--- src/rtl/counter_ctrl_if.sv ---
// -----------------------------------------------------------------------------
// counter_ctrl_if
// Bus between the run-control sequencer and the counter/display datapath.
//   count_in   : current counter value (counter -> controller)
//   cnt_enable : counter enable level (controller -> counter)
//   cnt_clear  : one-cycle synchronous clear request (controller -> counter)
//   disp_value : value for the 7-segment display (controller -> display)
//   state      : FSM state for the LEDs, IDLE=0 RUN=1 LAP=2 PAUSE=3
// The controller takes the master modport; the counter/display side the slave.
// -----------------------------------------------------------------------------
interface counter_ctrl_if #(
  parameter int N = 16
) ();
  logic [N-1:0] count_in;
  logic         cnt_enable;
  logic         cnt_clear;
  logic [N-1:0] disp_value;
  logic [1:0]   state;

  modport master (
    input  count_in,
    output cnt_enable,
    output cnt_clear,
    output disp_value,
    output state
  );

  modport slave (
    output count_in,
    input  cnt_enable,
    input  cnt_clear,
    input  disp_value,
    input  state
  );
endinterface

--- src/rtl/counter_ctrl.sv ---
// -----------------------------------------------------------------------------
// counter_ctrl
// Stopwatch run-control sequencer. Debounces three raw pushbuttons and runs an
// IDLE/RUN/LAP/PAUSE state machine that enables and clears the counter and
// picks the displayed value (live count or frozen lap snapshot).
// Ports:
//   clk       : system clock
//   reset     : asynchronous active-low reset
//   btn_start : raw start/stop button, asynchronous, active-high
//   btn_lap   : raw lap button, asynchronous, active-high
//   btn_clear : raw clear button, asynchronous, active-high
//   bus       : counter/display bus (count_in, cnt_enable, cnt_clear,
//               disp_value, state)
// Parameters:
//   N         : counter / display width
//   DB_CYCLES : cycles a synchronized level must persist before acceptance
//   SATURATE  : 1 = auto-pause when count_in is all-ones, 0 = let it wrap
// -----------------------------------------------------------------------------
module counter_ctrl #(
  parameter int N         = 16,
  parameter int DB_CYCLES = 500000,
  parameter int SATURATE  = 1
) (
  input  logic            clk,
  input  logic            reset,
  input  logic            btn_start,
  input  logic            btn_lap,
  input  logic            btn_clear,
  counter_ctrl_if.master  bus
);

  // Counter only has to reach DB_CYCLES-1.
  localparam int CW = (DB_CYCLES > 1) ? $clog2(DB_CYCLES) : 1;

  typedef enum logic [1:0] {
    IDLE  = 2'd0,
    RUN   = 2'd1,
    LAP   = 2'd2,
    PAUSE = 2'd3
  } state_t;

  // Button bit order everywhere: [0]=start, [1]=lap, [2]=clear.
  logic [2:0]    raw;
  logic [2:0]    sync_a;
  logic [2:0]    sync_b;
  logic [2:0]    stable;
  logic [2:0]    stable_q;
  logic [CW-1:0] db_cnt [3];
  logic [2:0]    press;

  logic          start_ev;
  logic          lap_ev;
  logic          clear_ev;
  logic          at_max;

  state_t        state_q;
  logic          cnt_clear_q;
  logic [N-1:0]  lap_reg;

  assign raw = {btn_clear, btn_lap, btn_start};

  // ---------------------------------------------------------------------------
  // Synchronizer + debounce. The counter measures how long the synchronized
  // level has disagreed with the accepted level; any agreement restarts it, so
  // a glitch shorter than DB_CYCLES never gets through.
  // ---------------------------------------------------------------------------
  always_ff @(posedge clk or negedge reset) begin
    if (!reset) begin
      sync_a   <= '0;
      sync_b   <= '0;
      stable   <= '0;
      stable_q <= '0;
      // NOTE: db_cnt is a handful of flops, not a RAM, so it is reset with the
      // rest; otherwise a half-debounced press could survive a reset.
      for (int i = 0; i < 3; i++) db_cnt[i] <= '0;
    end else begin
      // NOTE: non-blocking assignments let sync_b take the old sync_a, which is
      // what makes this a two-stage synchronizer rather than a single wire.
      sync_a   <= raw;
      sync_b   <= sync_a;
      stable_q <= stable;
      for (int i = 0; i < 3; i++) begin
        if (sync_b[i] == stable[i]) begin
          db_cnt[i] <= '0;
        end else if (db_cnt[i] == CW'(DB_CYCLES - 1)) begin
          stable[i] <= sync_b[i];
          db_cnt[i] <= '0;
        end else begin
          db_cnt[i] <= db_cnt[i] + CW'(1);
        end
      end
    end
  end

  // Press = rising edge of the accepted level; releases are silent.
  assign press    = stable & ~stable_q;
  assign start_ev = press[0];
  assign lap_ev   = press[1];
  assign clear_ev = press[2];

  assign at_max = (SATURATE != 0) && (bus.count_in == {N{1'b1}});

  // ---------------------------------------------------------------------------
  // Run-control FSM. Each state checks only the events it accepts, in
  // clear > start > lap order, so an illegal higher-priority event never masks
  // a legal lower-priority one. Saturation outranks every button.
  // ---------------------------------------------------------------------------
  always_ff @(posedge clk or negedge reset) begin
    if (!reset) begin
      state_q     <= IDLE;
      cnt_clear_q <= 1'b0;
      lap_reg     <= '0;
    end else begin
      cnt_clear_q <= 1'b0;
      case (state_q)
        IDLE: begin
          if (start_ev) state_q <= RUN;
        end
        RUN: begin
          if (at_max) begin
            state_q <= PAUSE;
          end else if (start_ev) begin
            state_q <= PAUSE;
          end else if (lap_ev) begin
            state_q <= LAP;
            lap_reg <= bus.count_in;
          end
        end
        LAP: begin
          if (at_max || start_ev) begin
            state_q <= PAUSE;
          end else if (lap_ev) begin
            state_q <= RUN;
          end
        end
        PAUSE: begin
          if (clear_ev) begin
            state_q     <= IDLE;
            cnt_clear_q <= 1'b1;
          end else if (start_ev) begin
            state_q <= RUN;
          end
        end
        default: state_q <= IDLE;
      endcase
    end
  end

  // Moore decode from the state register.
  assign bus.state      = state_q;
  assign bus.cnt_enable = (state_q == RUN) || (state_q == LAP);
  assign bus.cnt_clear  = cnt_clear_q;
  assign bus.disp_value = (state_q == LAP) ? lap_reg : bus.count_in;

endmodule
--- src/flat_wrapper.sv ---
// flat-port wrapper written by rule: the top's interface ports become plain ports
module counter_ctrl_flat 
#(
  parameter int N         = 16,
  parameter int DB_CYCLES = 500000,
  parameter int SATURATE  = 1
)
  (clk, reset, btn_start, btn_lap, btn_clear, bus_count_in, bus_cnt_enable, bus_cnt_clear, bus_disp_value, bus_state);
  counter_ctrl_if #(.N(N)) bus_i ();
  input  logic clk;
  input  logic reset;
  input  logic btn_start;
  input  logic btn_lap;
  input  logic btn_clear;
  input wire logic [$bits(bus_i.count_in)-1:0] bus_count_in;
  output wire logic [$bits(bus_i.cnt_enable)-1:0] bus_cnt_enable;
  output wire logic [$bits(bus_i.cnt_clear)-1:0] bus_cnt_clear;
  output wire logic [$bits(bus_i.disp_value)-1:0] bus_disp_value;
  output wire logic [$bits(bus_i.state)-1:0] bus_state;
  assign bus_i.count_in = bus_count_in;
  assign bus_cnt_enable = bus_i.cnt_enable;
  assign bus_cnt_clear = bus_i.cnt_clear;
  assign bus_disp_value = bus_i.disp_value;
  assign bus_state = bus_i.state;
  counter_ctrl #(.N(N), .DB_CYCLES(DB_CYCLES), .SATURATE(SATURATE)) u_core (.clk(clk), .reset(reset), .btn_start(btn_start), .btn_lap(btn_lap), .btn_clear(btn_clear), .bus(bus_i));
endmodule
--- config.mk ---
export PLATFORM = sky130hd
export DESIGN_NAME = counter_ctrl_flat
export DESIGN_NICKNAME = d
export VERILOG_FILES = /design/src/rtl/counter_ctrl_if.sv /design/src/rtl/counter_ctrl.sv /design/src/flat_wrapper.sv
export SDC_FILE = /design/constraint.sdc
export NUM_CORES = 1
export LEC_CHECK = 0
export BUFFER_PORTS_ARGS = -buffer_cell sky130_fd_sc_hd__buf_2
export CORE_ASPECT_RATIO = 0.5
export CORE_MARGIN = 1
export CORE_UTILIZATION = 50
export DETAILED_ROUTE_END_ITERATION = 10
export PLACE_DENSITY = 0.69
export REMOVE_ABC_BUFFERS = 1
export SYNTH_ARGS = -nofsm -noshare
export SYNTH_HDL_FRONTEND = slang
export SYNTH_SLANG_ARGS = --single-unit
--- constraint.sdc ---
create_clock -name clk -period 2.6 [get_ports clk]
set_input_delay 0.26 -clock clk [delete_from_list [all_inputs] [get_ports clk]]
set_output_delay 0.26 -clock clk [all_outputs]
set_load 0.02 [all_outputs]
# Yosys cells after proc, flatten, opt, wreduce, memory -nomap -nowiden
# Index checks and enable logic that the tools add are counted.
# W data, S select, Z words.
[classes]
eq_ne = 12
reduce_logical = 8
div = 0
shift = 0
mux = 17
addsub = 3
magnitude_cmp = 0
mul = 0
bitwise = 7
[op_table]
columns = ["operator", "n"]
rows = [
  ["$mux W19", 6],
  ["$add A19 B1 Y19 const B", 3],
  ["$eq A19 B19 Y1 const B", 3],
  ["$eq A16 B16 Y1 const B", 1],
  ["$mux W16", 1],
  ["$mux W2", 7],
  ["$pmux W2 S4", 1],
  ["$reduce_and A2 Y1", 4],
  ["$not A1 Y1", 5],
  ["$eq A2 B2 Y1 const B", 2],
  ["$ne A4 B1 Y1 const B", 1],
  ["$reduce_and A4 Y1", 1],
  ["$and A3 B3 Y3", 1],
  ["$eq A1 B1 Y1", 3],
  ["$ne A3 B1 Y1 const B", 1],
  ["$not A3 Y3", 1],
  ["$eq A2 B1 Y1 const B", 1],
  ["$logic_not A2 Y1", 1],
  ["$logic_or A1 B1 Y1", 2],
  ["$mux W1", 2],
]
[totals]
in_bits = 21
ff_bits = 88
rom_bits = 0
latchBits = 0
mem_count = 0
wordCells = 59
output_inout_bits = 20
mem_bits_rw = 0

# Logic depth before layout (Yosys ltp)
[logic_depth]
depth_word = 6
ltp_mapped = 7
depth_no_buf = 5

# Worst setup path before layout
# No wires, ideal clock.
[synth_timing]
path_type = "reg-to-output"
start = "register u_core.state_q[0], in the netlist u_core.bus.state[0]"
end = "output port bus_disp_value[10]"
path_stages_with_launch = 6
path_slack_ns = 0.514
t_required_ns = 2.340
n_path_buf = 2
t_arrival_ns = 1.826
path_cell_list = "dfrtp_1 -> inv_1 -> ha_1 -> clkbuf_1 -> buf_1 -> mux2_2"
[synth_between]
elab_chain_len = 2
[synth_lines]
columns = ["element", "line_no", "text"]
rows = [
  ["start, declared", "counter_ctrl.sv:56", "state_t state_q;"],
  ["start signal, assigned", "counter_ctrl.sv:110", "state_q <= IDLE;"],
  ["start signal, assigned", "counter_ctrl.sv:117", "if (start_ev) state_q <= RUN;"],
  ["start signal, assigned", "counter_ctrl.sv:121", "state_q <= PAUSE;"],
  ["$eq A2 B2 Y1", "counter_ctrl.sv:153", "assign bus.disp_value = (state_q == LAP) ? lap_reg : bus.count_in;"],
  ["$mux W16", "counter_ctrl.sv:153", ""],
  ["end, declared", "flat_wrapper.sv:18", "output wire logic [$bits(bus_i.disp_value)-1:0] bus_disp_value;"],
]
# Every way passes these cells.

# Worst setup path in the final report
# Same ends and word-level chain as after synthesis.

==> impl_metrics.py <==
metrics = {
    "critical_path": {
        "crit_path_max_incr_delay_ns": 0.71,
        "cp-start-kind": "flip-flop",
        "cpMaxStageDelayCell": "ha_1",
        "crit_family": "adder cells",
        "worst-endpoint-required_ns": 2.34,
        "arrival_ns": 2.17,
        "endpoint_kind": "output pin",
        "cp_num_buf_inv": 2,
        "crit_chain": "inv_1 -> ha_1 -> mux2_2 -> buf_2",
        "critPathKind": "reg -> out",
        "cp_max_fo": 19,
    },
    "drt": {
        "routed.top_layer": "met4",
        "drc": 0,
        "ant_nets": 0,
        "drt-met1-wl_um": 3527,
        "wl_per_cell_um": 14.15,
        "routed_wl_um": 7869,
        "wl_met3_um": 275,
        "drt_iter0_drc": 163,
        "via_count": 3104,
        "met2_length_um": 3965,
        "drt_first_pass_iters": 4,
        "routed_via_density": 5.583,
    },
    "clock_tree": {
        "cts_resized": 0,
        "cts.root.buffer_cell": "clkbuf_16",
        "postCtsSetupRepairBufs": 0,
        "cts_sinks": 88,
        "clk_path_buf_depth": 2,
        "clk_pin_slew_worst_paths_ns": 0.06,
        "cts_buffers": 9,
        "cts_tree": "yes",
        "clk-insertion-delay-late_ns": 0.33,
        "h-tree-depth": 3,
    },
    "floorplan": {
        "die_h_um": 67.26,
        "die_area_um2": 8914,
        "core_area_um2": 8115,
        "num_io_pins": 41,
        "start_util_pct": 52.48,
        "fp.dieW_um": 132.5,
        "core.rowCount": 23,
    },
    "layout": {
        "synthToLayoutAreaGrowth_pct": 15.80,
        "drive_gt1_share_pct": 23.65,
        "largest_reg_flops": 57,
        "nets": 469,
        "n_antenna_cell": 0,
        "final_util_pct": 60.78,
    },
    "grt": {
        "grt_max_degree": 56,
        "grt_pass1_wl_um": 13430,
        "grt_overflow": 0,
        "grtUsageTotal_pct": 19.31,
        "antenna_found_initial": 0,
        "grt_pass1_vias": 3068,
    },
    "synth": {
        "synth.avg_cell_area_um2": 10.73,
        "ys_seq_elements": 88,
        "ys_seq_area_share_pct": 51.70,
        "synth_compound_area_share_pct": 6.052,
        "synthMuxAreaShare_pct": 9.254,
        "yosys.area_share.simple_pct": 20.42,
        "synth_top_family_by_area": "simple AND/OR/NAND/NOR gates",
        "synth_area_um2": 4259,
        "synthAdderAreaFrac_pct": 2.056,
        "synth_xor_area_share_pct": 8.020,
        "yosys_warnings": 0,
        "syn_inst": 397,
        "synth_cell_types": 41,
    },
    "sta": {
        "slew_viol_final": 0,
        "rsz0062_at_grt": "no",
        "clock.fmax_ghz": 0.4108,
        "setup_viol": 0,
        "slew-limit-headroom_pct": 44.05,
        "tightest_slew_ns": 0.8393,
        "finalHoldViolations": 0,
        "skew_ns": 0.006047,
        "final.setup.tns_ns": 0,
        "min_period_over_period_pct": 93.63,
        "period_needed_ns": 2.434,
    },
    "power_and_ir_drop": {
        "clkPwrFrac_pct": 47.3,
        "max-vdd-ir-drop_mv": 0.3273,
        "p_seq_share_pct": 47.7,
        "pwr_density_cell_nw_per_um2": 603.5,
        "switching_share_pct": 19.93,
        "p_int_mw": 2.383,
        "p_leak_nw": 2.112,
        "p_sw_mw": 0.5931,
        "pwr-share-comb_pct": 5.0,
    },
    "min_path": {
        "min_path_type": "in -> reg",
    },
    "placed_design": {
        "finalWeightedCongestion": 0.8384,
        "hpwl_um": 5544,
        "port_buffers": 40,
    },
    "run_status": {
        "status": "finished clean",
    },
    "run": {
        "cap_violations": 0,
    },
}
-- kinds of logic after synthesis --
kind of cell / after synthesis
simple gates: 161
flops: 88
compound gates: 41
xor+xnor: 39
mux: 35
buf+inv: 26
fa+ha+maj: 7
-- repair_timing --
action | in CTS | in global routing
hold buffers | 1 | 0
setup endpoints to repair | 0 | 0
hold endpoints to repair | 21 | 0
-- metal layers --
metal	GRT usage (%)	vias up
met5	0	-
met4	9.195	0
met3	6.006	13
met2	34.14	60
met1	22.05	1530
li1	-	1501
-- worst register-to-register path: cells and delay by family, from the launching register on --
kind | cells | cell delay [ns]
AND/OR/NAND/NOR | 3 | 1.19
AO/OA/AOI/OAI | 1 | 0.43
flip-flops | 1 | 0.43
-- final cells by class --
type                       instances  area (um^2)
multi-input combinational        283         1951
clock buffer                      10        229.0
fill                             664         3183
clock inverter                     4        95.09
tap                              112        140.1
timing repair buffer              47        270.3
sequential                        88         2202
inverter                          12        45.04
-- Yosys cell counts --
cell,number,area share [%]
or4_1,8,1.4
xor2_1,27,5.6
o21ai_0,11,1.3
inv_1,12,1.1
nand4_1,20,2.9
o41ai_1,1,0.21
nor3_1,4,0.47
a21oi_1,17,2.0
clkbuf_1,8,0.71
nor2_1,51,4.5
nor4_1,5,0.73
a221o_1,1,0.24
or4_4,1,0.26
or3_1,10,1.5
o31ai_1,5,0.88
a22o_1,1,0.21
and2_1,2,0.29
a311o_1,1,0.24
or4b_1,1,0.24
o21ai_2,2,0.41
and3_1,1,0.15
o21ai_4,1,0.38
nand3_1,17,2.0
mux2_2,35,9.3
dfrtp_1,88,52
or3_2,2,0.35
nand2b_1,2,0.29
buf_4,1,0.18
nand2_1,20,1.8
and4_1,8,1.6
buf_2,4,0.47
or2_2,1,0.15
xnor2_1,12,2.5
nor3_2,1,0.24
nor4bb_1,2,0.47
a211o_1,1,0.21
ha_1,7,2.1
buf_1,1,0.088
nand4_2,1,0.29
nor2b_1,2,0.29
or4b_2,2,0.47
-- final timing paths --
check	startpoint	end	slack [ns]	cells past startpoint
max in group asynchronous	reset	u_core.lap_reg[0]	1.46	3
hold / removal	btn_clear	u_core.sync_a[2]	0.03	1
setup / recovery	u_core.bus.state[0]	bus_disp_value[10]	0.17	4
hold reg to reg	u_core.sync_a[1]	u_core.sync_b[1]	0.36	0
setup reg to reg	u_core.db_cnt[7]	u_core.db_cnt[6]	0.41	4
min in group asynchronous	reset	u_core.db_cnt[10]	0.51	2
-- stage by stage --
step | cells | power (mW) | worst slack, ns | hold slack, ns | area [um^2]
2_1_floorplan | 383 | 1.512 | 0.5048 | -0.03559 | 4198
3_3_place_gp | 541 | 1.585 | 0.4934 | 0.3370 | 4598
3_5_place_dp | 541 | 1.595 | 0.4277 | 0.3504 | 4598
4_1_cts | 556 | 3.011 | 0.1379 | 0.01717 | 4932
5_1_grt | 556 | 3.083 | 0.02693 | 0.02061 | 4932
6_report | 556 | 2.977 | 0.1657 | 0.02783 | 4932
-- power groups by stage --
stage	Clock [mW]	Combinational, mW	Sequential (mW)
final	1.41	0.149	1.42
after global routing	1.49	0.169	1.42
after CTS	1.44	0.153	1.42
after detailed placement	0	0.151	1.44
after global placement	0	0.145	1.44
after floorplan	0	0.0740	1.44
-- cells in the final DEF (no fill, tap or decap), types with 3 or more instances in the layout --
master	Yosys	final
nor3_1	4	4
buf_2	4	39
o31ai_1	5	5
nor4_1	5	5
or3_1	10	10
bufinv_16	0	3
inv_1	12	12
and4_1	8	8
o21ai_0	11	11
nand2_1	20	20
xnor2_1	12	12
xor2_1	27	27
nand3_1	17	17
nand4_1	20	20
or4_1	8	8
buf_4	1	6
nor2_1	51	51
a21oi_1	17	17
ha_1	7	7
mux2_2	35	35
dfrtp_1	88	88
clkbuf_16	0	9
(Power assumes the default switching activity.)
